`src/rtl/sarray_drain_deskew.sv`:
```
// ============================================================================
// Module   : sarray_drain_deskew
// Brief    : Re-aligns skewed systolic-array result rows, validates them and
//            buffers them in a show-ahead FIFO with a valid/ready drain port.
// Revision : 1.0 - initial release
// ============================================================================
`default_nettype none

module sarray_drain_deskew #(
  parameter int SARRAY_W   = 4,
  parameter int DATA_WIDTH = 32,
  parameter int CNT_WIDTH  = 4,
  parameter int FIFO_DEPTH = 4
) (
  input  logic                             clk,
  input  logic                             rst,
  input  logic [SARRAY_W-1:0]              si_valid_i,
  input  logic [CNT_WIDTH*SARRAY_W-1:0]    si_cnt_i,
  input  logic [DATA_WIDTH*SARRAY_W-1:0]   si_data_i,
  output logic                             do_valid_o,
  input  logic                             do_ready_i,
  output logic [CNT_WIDTH-1:0]             do_cnt_o,
  output logic [DATA_WIDTH*SARRAY_W-1:0]   do_data_o,
  output logic [$clog2(FIFO_DEPTH+1)-1:0]  fifo_free_o,
  output logic                             err_skew_o,
  output logic                             err_ovf_o
);

  localparam int c_FREE_W = $clog2(FIFO_DEPTH + 1);
  localparam int c_PTR_W  = $clog2(FIFO_DEPTH);
  localparam int c_ROW_W  = DATA_WIDTH * SARRAY_W;

  logic [SARRAY_W-1:0]   w_al_valid;
  logic [CNT_WIDTH-1:0]  w_al_cnt  [SARRAY_W];
  logic [DATA_WIDTH-1:0] w_al_data [SARRAY_W];

  // Column c waits SARRAY_W-c cycles so every column of a row lands together.
  for (genvar c = 0; c < SARRAY_W; c++) begin : g_col
    localparam int c_DLY = SARRAY_W - c;
    logic                  r_v [c_DLY];
    logic [CNT_WIDTH-1:0]  r_c [c_DLY];
    logic [DATA_WIDTH-1:0] r_d [c_DLY];

    always_ff @(posedge clk) begin
      if (rst) begin
        for (int i = 0; i < c_DLY; i++) r_v[i] <= 1'b0;
      end else begin
        r_v[0] <= si_valid_i[c];
        for (int i = 1; i < c_DLY; i++) r_v[i] <= r_v[i-1];
      end
      r_c[0] <= si_cnt_i[c*CNT_WIDTH +: CNT_WIDTH];
      r_d[0] <= si_data_i[c*DATA_WIDTH +: DATA_WIDTH];
      for (int i = 1; i < c_DLY; i++) begin
        r_c[i] <= r_c[i-1];
        r_d[i] <= r_d[i-1];
      end
    end

    assign w_al_valid[c] = r_v[c_DLY-1];
    assign w_al_cnt[c]   = r_c[c_DLY-1];
    assign w_al_data[c]  = r_d[c_DLY-1];
  end

  logic               w_cnt_ok;
  logic [c_ROW_W-1:0] w_row;
  logic               w_push;
  logic               w_skew;

  always_comb begin
    w_cnt_ok = 1'b1;
    w_row    = '0;
    for (int c = 0; c < SARRAY_W; c++) begin
      if (w_al_cnt[c] != w_al_cnt[0]) w_cnt_ok = 1'b0;
      w_row[c*DATA_WIDTH +: DATA_WIDTH] = w_al_data[c];
    end
  end

  assign w_push = (&w_al_valid) & w_cnt_ok;
  assign w_skew = (|w_al_valid) & ~w_push;

  logic [CNT_WIDTH-1:0] r_mem_cnt  [FIFO_DEPTH];
  logic [c_ROW_W-1:0]   r_mem_data [FIFO_DEPTH];
  logic [c_PTR_W-1:0]   r_wr_ptr;
  logic [c_PTR_W-1:0]   r_rd_ptr;
  logic [c_FREE_W-1:0]  r_count;
  logic [c_FREE_W-1:0]  r_free;
  logic [c_FREE_W-1:0]  w_count_nxt;
  logic                 w_empty;
  logic                 w_full;
  logic                 w_pop;
  logic                 w_wr;
  logic                 w_drop;
  logic                 r_err_skew;
  logic                 r_err_ovf;

  function automatic logic [c_PTR_W-1:0] f_inc(input logic [c_PTR_W-1:0] p);
    return (p == c_PTR_W'(FIFO_DEPTH - 1)) ? '0 : p + 1'b1;
  endfunction

  assign w_empty = (r_count == '0);
  assign w_full  = (r_count == c_FREE_W'(FIFO_DEPTH));
  assign w_pop   = ~w_empty & do_ready_i;
  // A full FIFO still accepts a row when the head leaves in the same cycle.
  assign w_wr    = w_push & (~w_full | w_pop);
  assign w_drop  = w_push & w_full & ~w_pop;

  always_comb begin
    w_count_nxt = r_count;
    case ({w_wr, w_pop})
      2'b10:   w_count_nxt = r_count + 1'b1;
      2'b01:   w_count_nxt = r_count - 1'b1;
      default: w_count_nxt = r_count;
    endcase
  end

  always_ff @(posedge clk) begin
    if (rst) begin
      r_wr_ptr   <= '0;
      r_rd_ptr   <= '0;
      r_count    <= '0;
      r_free     <= c_FREE_W'(FIFO_DEPTH);
      r_err_skew <= 1'b0;
      r_err_ovf  <= 1'b0;
    end else begin
      if (w_wr)   r_wr_ptr <= f_inc(r_wr_ptr);
      if (w_pop)  r_rd_ptr <= f_inc(r_rd_ptr);
      r_count <= w_count_nxt;
      r_free  <= c_FREE_W'(FIFO_DEPTH) - w_count_nxt;
      if (w_skew) r_err_skew <= 1'b1;
      if (w_drop) r_err_ovf  <= 1'b1;
    end
  end

  always_ff @(posedge clk) begin
    if (!rst && w_wr) begin
      r_mem_cnt[r_wr_ptr]  <= w_al_cnt[0];
      r_mem_data[r_wr_ptr] <= w_row;
    end
  end

  assign do_valid_o  = ~w_empty;
  assign do_cnt_o    = w_empty ? '0 : r_mem_cnt[r_rd_ptr];
  assign do_data_o   = w_empty ? '0 : r_mem_data[r_rd_ptr];
  assign fifo_free_o = r_free;
  assign err_skew_o  = r_err_skew;
  assign err_ovf_o   = r_err_ovf;

endmodule

`default_nettype wire

```
`config.mk`:
```
export PLATFORM = sky130hd
export DESIGN_NAME = sarray_drain_deskew
export DESIGN_NICKNAME = d
export VERILOG_FILES = /design/src/rtl/sarray_drain_deskew.sv
export SDC_FILE = /design/constraint.sdc
export NUM_CORES = 1
export LEC_CHECK = 0
export BUFFER_PORTS_ARGS = -buffer_cell sky130_fd_sc_hd__buf_2
export CORE_MARGIN = 3
export CORE_UTILIZATION = 30
export CTS_CLUSTER_SIZE = 10
export DETAILED_ROUTE_END_ITERATION = 8
export SYNTH_ARGS = -nofsm -noshare
export SYNTH_HDL_FRONTEND = slang
export SYNTH_SLANG_ARGS = --single-unit
export TNS_END_PERCENT = 100
```
`constraint.sdc`:
```
create_clock -name clk -period 6.05 [get_ports clk]
set_input_delay 0.605 -clock clk [delete_from_list [all_inputs] [get_ports clk]]
set_output_delay 0.605 -clock clk [all_outputs]
set_load 0.05 [all_outputs]
```
==> flow_metrics.py <==
metrics = {
    "critical_path": {
        "cp_data_arrival_time_ns": 4.49,
        "critPathKind": "flip-flop to flip-flop",
        "path_max_fanout": 10,
        "cp-end-kind": "flip-flop",
        "rr_worst_depth": 13,
        "required_ns": 6.56,
        "worst-r2r-setup-slack_ns": 2.07,
        "reg2reg_from": "g_col[0].r_c[3][3]",
        "reg2reg_to": "fifo_free_o[2]",
        "cp-start-kind": "flip-flop",
    },
    "clocking": {
        "path_clk_slew_ns": 0.05,
        "cts_resized": 0,
        "htree_num_levels": 3,
        "cts_hold_buf": 85,
        "clk_latency_ns": 0.65,
        "cts_tree": "built",
        "cts-root-buf": "clkbuf_16",
        "cts_sinks": 911,
        "clockBufferDepth": 3,
        "cts_setup_buffers": 0,
        "cts_buffers": 105,
    },
    "cells_and_area": {
        "layout_common_cells": "edfxtp_1, dfxtp_1, buf_2, mux4_2, and2_1",
        "area_growth_pct": 25.00,
        "nets": 1909,
        "finish.utilization": 0.3808,
        "fillers": 8389,
        "final_cells": 3084,
        "multi_input_area_um2": 4405,
        "final_common_cell": "edfxtp_1",
        "drive_gt1_frac": 0.3065,
        "seqCellArea_um2": 23530,
    },
    "synthesis": {
        "synth-edff-count": 528,
        "synth.distinct_cells": 39,
        "async_flop_share": 0,
        "syn_area_um2": 28130,
        "ys_ff_latch": 911,
        "synth_fp_nets": 1468,
        "avgSynthCellArea_um2": 21.48,
        "yosysWarnings": 0,
        "ys.flop_type": "edfxtp_1",
        "syn_inst": 1310,
        "synth-seq-area-share": 0.8361,
    },
    "global_routing": {
        "grt_pass1_vias": 14410,
        "grt_max_degree": 93,
        "grt_use_total": 0.1151,
        "gr-total-overflow": 0,
        "antenna_found_initial": 6,
        "grt_pass1_wl_um": 85440,
    },
    "die": {
        "die_area_um2": 97490,
        "initial_core_util": 0.3046,
        "die_h_um": 312.2,
        "core_um2": 92360,
        "die_w_um": 312.2,
        "io_pins": 289,
        "row_count": 111,
    },
    "detailed_routing": {
        "wirelength_um": 55960,
        "wl_met2_um": 27540,
        "wl_met1_um": 23620,
        "drt.antenna.violating_nets": 0,
        "drc": 0,
        "firstDrtPassIters": 5,
        "dr.first_iter.drc_count": 761,
        "routed.top_layer": "met4",
        "vias_per_cell": 4.218,
        "wl_per_cell_um": 18.15,
        "vias": 13010,
        "wl_met3_um": 3385,
    },
    "job": {
        "drv_cap": 0,
    },
    "timing": {
        "final-hold-violation-count": 0,
        "whs_ns": 0.06124,
        "timing.final.crit_share": 0.6573,
        "tightest_slew_ns": 1.161,
        "clock_skew_ns": 0.02878,
        "fmax_mhz": 251.5,
        "relSlewSlack": 0.2258,
        "setup_tns_ns": 0,
        "rsz0062_at_grt": "false",
        "period_minus_slack_ns": 3.977,
        "setup_viol": 0,
        "finalMaxSlewViolations": 0,
    },
    "place": {
        "hpwlAfterDp_um": 32070,
        "io_buffers": 288,
        "placed_cells": 2802,
        "place.gp.congestion": 0.7260,
    },
    "pwr": {
        "p_leak_nw": 12.58,
        "peakVddDrop_uv": 220.9,
        "totalPowerFinal_mw": 12.60,
        "p_per_area_nw_per_um2": 358.3,
    },
    "hold_path": {
        "min_path_type": "input port to flip-flop",
        "hold_end": "g_col[2].r_d[0][2]",
        "min_delay_path_depth": 1,
        "min-delay-start": "si_data_i[66]",
    },
    "status": {
        "status": "completed",
    },
}
[layout make-up]
class | instances | area share
antenna | 4 | 0.0002846
clock buffer | 183 | 0.08599
clock inverter | 10 | 0.004590
inverter | 5 | 0.0005337
multi-input combinational | 344 | 0.1253
sequential | 911 | 0.6691
tap | 1243 | 0.04422
timing repair buffer | 384 | 0.07002
[per-stage QoR]
step                      setup WS, ns  area (um2)
after floorplan                 0.8286       28130
after global routing             1.920       35160
after CTS                        2.068       35160
after global placement           2.221       31120
after detailed placement         2.138       31120
final                            2.073       35170
[synthesized netlist by cell type, types with 6 or more instances]
master    instances  area share
mux4_2          132        0.11
clkbuf_1         32      0.0043
edfxtp_1        528        0.56
nor3_1            6      0.0011
nor2_1            8      0.0011
dfxtp_1         383        0.27
and2_1          132       0.029
and3_1            9      0.0020
ha_1              6      0.0027
nor2b_1          11      0.0024
buf_2            14      0.0025
[worst max path at each step]
stage,slack [ns],endpoint,cells past startpoint,start
3_3_place_gp,2.22,fifo_free_o[2],13,g_col[0].r_c[3][3]
5_1_grt,1.92,do_data_o[93],4,r_count[0]
6_report,2.07,fifo_free_o[2],13,g_col[0].r_c[3][3]
4_1_cts,2.07,do_data_o[93],4,r_count[0]
3_5_place_dp,2.14,fifo_free_o[2],13,g_col[0].r_c[3][3]
2_1_floorplan,0.83,r_mem_cnt[0][0],6,g_col[0].r_c[3][3]
[critical path: stages (launching register included)]
cell	delay (ns)
dfxtp_1	0.35
or4_1	0.51
a222oi_1	0.37
buf_4	0.23
a21oi_1	0.12
fa_1	0.59
inv_1	0.06
a41oi_1	0.19
o311a_1	0.24
o22ai_1	0.09
ha_1	0.23
or2_2	0.29
a2111oi_0	0.48
nor2_1	0.08
[cells by family (layout without fill, tap and decap cells)]
logic type | after synthesis | in the layout | synth area share
and+or+nand+nor | 183 | 183 | 0.03998
muxes | 135 | 135 | 0.1067
xor gates and xnor gates | 1 | 1 | 0.0003114
adders and majority gates | 7 | 7 | 0.003380
AOI/OAI and AO/OA | 18 | 18 | 0.005293
buffers and inverters | 55 | 582 | 0.008228
DFF | 911 | 911 | 0.8361
other | 0 | 4 | 0
[metal layers]
layer | up-vias | GRT usage
li1 | 5920 | -
met1 | 6589 | 0.1458
met2 | 392 | 0.1924
met3 | 107 | 0.02971
met4 | 0 | 0.03788
met5 | - | 0
[state kept, by name, indices dropped and copies added, names as in the netlist, named ones only]
| register | flops |
|---|---|
| err_ovf_o | 1 |
| r_mem_data | 512 |
| err_skew_o | 1 |
| g_col.r_d | 320 |
| g_col.r_c | 40 |
| g_col.r_v | 10 |
| r_count | 3 |
| r_wr_ptr | 2 |
| r_rd_ptr | 2 |
| r_mem_cnt | 16 |
| fifo_free_o | 2 |
[report_power, final]
part / switching, mW / internal [mW]
logic: 0.0335 / 0.0729
clock network: 2.29 / 3.45
registers: 0.0662 / 6.68
total: 2.39 / 10.2
Note: power is estimated with default switching activity, not from simulation.
